==> src/rtl/core_pkg.sv <==
// Shared definitions for the RV32I core: sequencer state encoding and default sizing.
package core_pkg;

    typedef enum logic [2:0] {
        SEQ_HALT   = 3'd0,
        SEQ_FETCH  = 3'd1,
        SEQ_DECODE = 3'd2,
        SEQ_EXEC   = 3'd3,
        SEQ_MEM    = 3'd4,
        SEQ_WB     = 3'd5,
        SEQ_FAULT  = 3'd6
    } seq_state_t;

    localparam int SEQ_CNT_W       = 32;
    localparam int SEQ_MEM_TIMEOUT = 255;

    // A disabled timeout (limit 0) still gets a 1-bit counter so the port list stays legal.
    function automatic int seq_tmo_width(input int limit);
        return (limit > 0) ? $clog2(limit + 1) : 1;
    endfunction

endpackage

==> src/rtl/seq_timeout_counter.sv <==
// Counts consecutive wait cycles; expire flags the cycle that would be the LIMIT-th miss.
module seq_timeout_counter
    import core_pkg::*;
#(
    parameter int LIMIT = SEQ_MEM_TIMEOUT
) (
    input  logic clk,
    input  logic rstn,
    input  logic inc,
    input  logic clear,
    output logic expire
);

    localparam int              W    = seq_tmo_width(LIMIT);
    localparam logic [W-1:0]    LAST = W'((LIMIT > 0) ? LIMIT - 1 : 0);

    logic [W-1:0] cnt;

    always_ff @(posedge clk) begin
        if (!rstn)
            cnt <= '0;
        else if (clear)
            cnt <= '0;
        else if (inc && !expire)
            cnt <= cnt + 1'b1;
    end

    assign expire = (LIMIT > 0) && inc && (cnt == LAST);

endmodule

==> src/rtl/core_sequencer.sv <==
// Multi-cycle control FSM: walks each instruction through fetch/decode/exec/mem/wb
// and gates the architectural write enables to fire once per instruction.
module core_sequencer
    import core_pkg::*;
#(
    parameter int CNT_W       = SEQ_CNT_W,
    parameter int MEM_TIMEOUT = SEQ_MEM_TIMEOUT
) (
    input  logic             clk,
    input  logic             rstn,
    input  logic             run,
    output logic             imem_req,
    input  logic             imem_ready,
    output logic             ir_wren,
    input  logic             dec_reg_wren,
    input  logic             dec_ram_wren,
    input  logic             dec_load,
    input  logic             dec_illegal,
    output logic             pc_wren,
    output logic             dmem_req,
    output logic             dmem_we,
    input  logic             dmem_ready,
    output logic             reg_wren,
    output logic             halted,
    output logic             fault,
    output logic [CNT_W-1:0] retired
);

    seq_state_t state, state_nxt;
    logic       waiting;
    logic       tmo_expire;

    // Only the two memory wait states accumulate; any other state resets the count.
    assign waiting = ((state == SEQ_FETCH) && !imem_ready) ||
                     ((state == SEQ_MEM)   && !dmem_ready);

    seq_timeout_counter #(.LIMIT(MEM_TIMEOUT)) u_tmo (
        .clk    (clk),
        .rstn   (rstn),
        .inc    (waiting),
        .clear  (!waiting),
        .expire (tmo_expire)
    );

    always_ff @(posedge clk) begin
        if (!rstn)
            state <= SEQ_HALT;
        else
            state <= state_nxt;
    end

    always_ff @(posedge clk) begin
        if (!rstn)
            retired <= '0;
        else if (state == SEQ_WB)
            retired <= retired + 1'b1;
    end

    always_comb begin
        state_nxt = state;
        imem_req  = 1'b0;
        ir_wren   = 1'b0;
        dmem_req  = 1'b0;
        dmem_we   = 1'b0;
        pc_wren   = 1'b0;
        reg_wren  = 1'b0;
        halted    = 1'b0;
        fault     = 1'b0;
        case (state)
            SEQ_HALT: begin
                halted = 1'b1;
                if (run)
                    state_nxt = SEQ_FETCH;
            end
            SEQ_FETCH: begin
                imem_req = 1'b1;
                // Ready beats a same-cycle timeout expiry.
                if (imem_ready) begin
                    ir_wren   = 1'b1;
                    state_nxt = SEQ_DECODE;
                end else if (tmo_expire) begin
                    state_nxt = SEQ_FAULT;
                end
            end
            SEQ_DECODE: begin
                state_nxt = dec_illegal ? SEQ_FAULT : SEQ_EXEC;
            end
            SEQ_EXEC: begin
                state_nxt = (dec_load || dec_ram_wren) ? SEQ_MEM : SEQ_WB;
            end
            SEQ_MEM: begin
                dmem_req = 1'b1;
                dmem_we  = dec_ram_wren;
                if (dmem_ready)
                    state_nxt = SEQ_WB;
                else if (tmo_expire)
                    state_nxt = SEQ_FAULT;
            end
            SEQ_WB: begin
                pc_wren   = 1'b1;
                reg_wren  = dec_reg_wren && !dec_ram_wren;
                state_nxt = run ? SEQ_FETCH : SEQ_HALT;
            end
            SEQ_FAULT: begin
                halted = 1'b1;
                fault  = 1'b1;
            end
            default: begin
                state_nxt = SEQ_HALT;
            end
        endcase
    end

endmodule

==> config.mk <==
export PLATFORM = sky130hd
export DESIGN_NAME = core_sequencer
export DESIGN_NICKNAME = d
export VERILOG_FILES = /design/src/rtl/core_pkg.sv /design/src/rtl/seq_timeout_counter.sv /design/src/rtl/core_sequencer.sv
export SDC_FILE = /design/constraint.sdc
export NUM_CORES = 1
export LEC_CHECK = 0
export BUFFER_PORTS_ARGS = -buffer_cell sky130_fd_sc_hd__buf_2
export CAP_MARGIN = 20
export CORE_MARGIN = 3
export CORE_UTILIZATION = 49
export CTS_BUF_LIST = sky130_fd_sc_hd__clkbuf_16
export CTS_CLUSTER_DIAMETER = 60
export DETAILED_ROUTE_END_ITERATION = 12
export GPL_ROUTABILITY_DRIVEN = 0
export PLACE_DENSITY = 0.87
export SYNTH_ARGS = -nofsm -noshare
export SYNTH_HDL_FRONTEND = slang
export SYNTH_SLANG_ARGS = --single-unit
==> constraint.sdc <==
create_clock -name clk -period 1.68 [get_ports clk]
set_input_delay 0.084 -clock clk [delete_from_list [all_inputs] [get_ports clk]]
set_output_delay 0.084 -clock clk [all_outputs]
set_load 0.05 [all_outputs]
==> run_results.csv <==
group,metric,value,unit
logic_synthesis,synth_edf_count,0,
clock_tree,clk_pin_slew,0.06,ns
sta,timing.final.ws_setup,-0.0803,ns
global_route,grt_pass1_vias,2200,
global_route,grt_start_max_net_pins,19,
worst_setup_path,cp.depth,4,
status,status,"finished, violations left",
clock_tree,clockRootBuffer,"clkbuf_16",
layout,diodes,0,
worst_setup_path,worst_setup_path_end_kind,"flop",
floorplan,pin_count,49,
min_path,hold_class,"input pin to flop",
logic_synthesis,synth_ff_type,"dfxtp_1",
sta,skew,0.00399,ns
worst_setup_path,rr_worst_depth,4,
detailed_routing,antenna_left,0,
logic_synthesis,synth_fp_nets,282,
logic_synthesis,netlist_area,0.00225,mm²
logic_synthesis,yosys.cell_count.top_type,"dfxtp_1",
logic_synthesis,synth.area.top_cells,"dfxtp_1, mux2i_1, nand2_1",
detailed_routing,wl_per_cell,16.2,µm
worst_setup_path,cp.required,1.89,ns
sta,slew_headroom,0.718,
floorplan,rows,24,
run,maxCapViolCount,0,
status,violations,"setup timing",
logic_synthesis,yosysWarnings,0,
layout,layout.nets,368,
sta,hold_viol,0,
global_route,grt_antenna_before_repair,0,
clock_tree,cts_tree,"built",
placement,place_hpwl,4230,µm
logic_synthesis,synth-seq-cells,43,
worst_setup_path,cp_slowest_cell,"or4_4",
logic_synthesis,seq_area_frac_synth,0.382,
floorplan,core,0.00438,mm²
layout,nFillCells,326,
floorplan,die_h,73.8,µm
min_path,hold_path_depth,4,
logic_synthesis,yosysTopAreaCellShare,0.382,
detailed_routing,drcViolationCount,0,
pwr,powerDensity,789,mW/mm²
global_route,grt_use_total,0.227,
detailed_routing,dr.first_iter.drc_count,202,
logic_synthesis,ys_types,46,
logic_synthesis,synth_cells,270,
sta,rsz0062_at_grt,"yes",
layout,final_area,0.00319,mm²
placement,placed_cells_incl_taps,391,
worst_setup_path,crit_path_start_kind,"flop",
clock_tree,insertion_delay,0.29,ns
worst_setup_path,path_max_fanout,7,
pwr,p_leak,1.40,nW
worst_setup_path,crit_path_frequent_cell,"or4_4",
sta,finalCriticalPeriod,1.76,ns
sta,period_share,1.05,
sta,max_freq,0.568,GHz
logic_synthesis,ys_top_cells_by_count,"dfxtp_1, nand2_1, nor2_1",
layout,layout-drive-gt1-share,0.420,
worst_setup_path,crit_chain,"nand4_1 > or4_4 > or4_4 > a21oi_2",
placement,port-buffer-count,48,
detailed_routing,via_count,2385,
placement,dpl_cell_area,0.00289,mm²
logic_synthesis,synth-async-reset-ratio,0,
logic_synthesis,synth.largest_area_cell,"dfxtp_1",
pwr,irDropWorstVdd,0.000742,V
sta,slew_viol_final,0,
detailed_routing,avgViaCountPerCell,5.83,
clock_tree,htreeDepth,2,
layout,final_cell_count_no_fill,409,
logic_synthesis,syn_area_per_cell,8.34,µm²
worst_setup_path,cp_top_family,"simple AND/OR/NAND/NOR gates",
sta,worst_slew_pin_slew,0.422,ns
floorplan,fp.dieArea,0.00544,mm²
worst_setup_path,crit_buf_inv,0,
floorplan,start_util,0.513,
floorplan,die_x,73.8,µm
detailed_routing,wl,6620,µm
detailed_routing,firstDrtPassIters,4,
clock_tree,cts_sinks,43,
worst_setup_path,arrival,1.97,ns
global_route,grt-ovfl-total,0,
clock_tree,clockBufferDepth,2,
layout,syn_to_final_growth,41.7,%
worst_setup_path,critPathMaxStageDelay,0.59,ns
worst_setup_path,path_class,"flop to flop",
sta,finalSetupViolations,6,
clock_tree,cts_made_buffers,5,
global_route,grt_pass1_wl,9630,µm
repair_timing:
item	4_1_cts	5_1_grt
hold endpoints to repair	0	0
gates cloned	0	1
hold buffers	0	0
setup endpoints to repair	8	19
resized for setup	5	18
pin swaps	6	10
setup buffers	5	4
cells in the final DEF (no fill, tap or decap), types with 3 or more instances in the layout:
master	instances
buf_4	39
nor3_1	5
dfxtp_2	7
dfxtp_1	18
xnor2_1	8
buf_2	49
nand3b_1	3
nand2b_1	14
a21oi_1	13
nand3_1	14
or4_4	6
nand4_1	13
and3_1	4
o31ai_1	5
nor2_1	20
dfxtp_4	18
clkbuf_16	5
or3_1	5
xor2_1	4
or4_1	3
nand2_1	29
a211oi_1	3
inv_1	7
o21ai_0	7
mux2i_1	12
buf_6	3
worst paths after layout:
kind	slack, ns	from	endpoint
hold / removal	0.12	dec_load	state[0]$_SDFFE_PN0P_
setup / recovery	-0.08	retired[7]$_SDFFE_PN0P_	retired[16]$_SDFFE_PN0P_
setup reg to reg	-0.08	retired[7]$_SDFFE_PN0P_	retired[16]$_SDFFE_PN0P_
hold reg to reg	0.48	retired[20]$_SDFFE_PN0P_	retired[20]$_SDFFE_PN0P_
where the power goes:
group	switching, W	internal, W
logic	0.000323	0.000207
registers	0.0000340	0.00103
clock network	0.000391	0.000537
flip-flops by register name, indices dropped and copies added (netlist names):
| register | cells |
|---|---|
| u_tmo.cnt | 8 |
| state | 3 |
| retired | 32 |
routing by layer:
metal / up-vias / GRT usage / share of wire
met3: 18 / 0.0547 / 0.051
met1: 1127 / 0.260 / 0.40
met2: 79 / 0.395 / 0.52
met5: - / 0 / 0
met4: 0 / 0.105 / 0.030
li1: 1161 / - / -
through the flow:
stage | util | setup slack [ns] | hold WS, ns | power [W] | setup TNS, ns
2_1_floorplan | - | -0.137 | 0.264 | 0.00147 | -0.438
3_3_place_gp | 0.659 | -0.0112 | 0.409 | 0.00157 | -0.0112
3_5_place_dp | 0.659 | -0.121 | 0.420 | 0.00158 | -0.190
4_1_cts | 0.704 | -0.0379 | 0.118 | 0.00251 | -0.0696
5_1_grt | 0.727 | -0.157 | 0.153 | 0.00261 | -1.26
6_report | 0.727 | -0.0803 | 0.121 | 0.00252 | -0.285
layout make-up:
cell class,count,area (µm²),area share
well taps,52,65.1,0.0204
flip-flops and latches,43,937,0.294
clock buffers,5,125,0.0392
multi-input cells,209,1450,0.455
repair buffers,91,572,0.179
clock inverters,3,12.5,0.00392
inverters,6,26.3,0.00824
cell families after synthesis:
group / Yosys count / share of synthesized area
AND/OR/NAND/NOR: 142 / 0.357
flip-flops: 43 / 0.382
AO/OA/AOI/OAI: 40 / 0.110
buffers and inverters: 18 / 0.0345
XOR/XNOR: 12 / 0.0467
multiplexers: 12 / 0.0534
adder cells (fa/ha/maj): 3 / 0.0167
worst min-delay path, delay by kind of cell:
family / cells / cell delay, ns
compound gates: 2 / 0.13
buf+inv: 1 / 0.08
simple gates: 1 / 0.08
No activity file was read; power rests on OpenSTA's default activity.
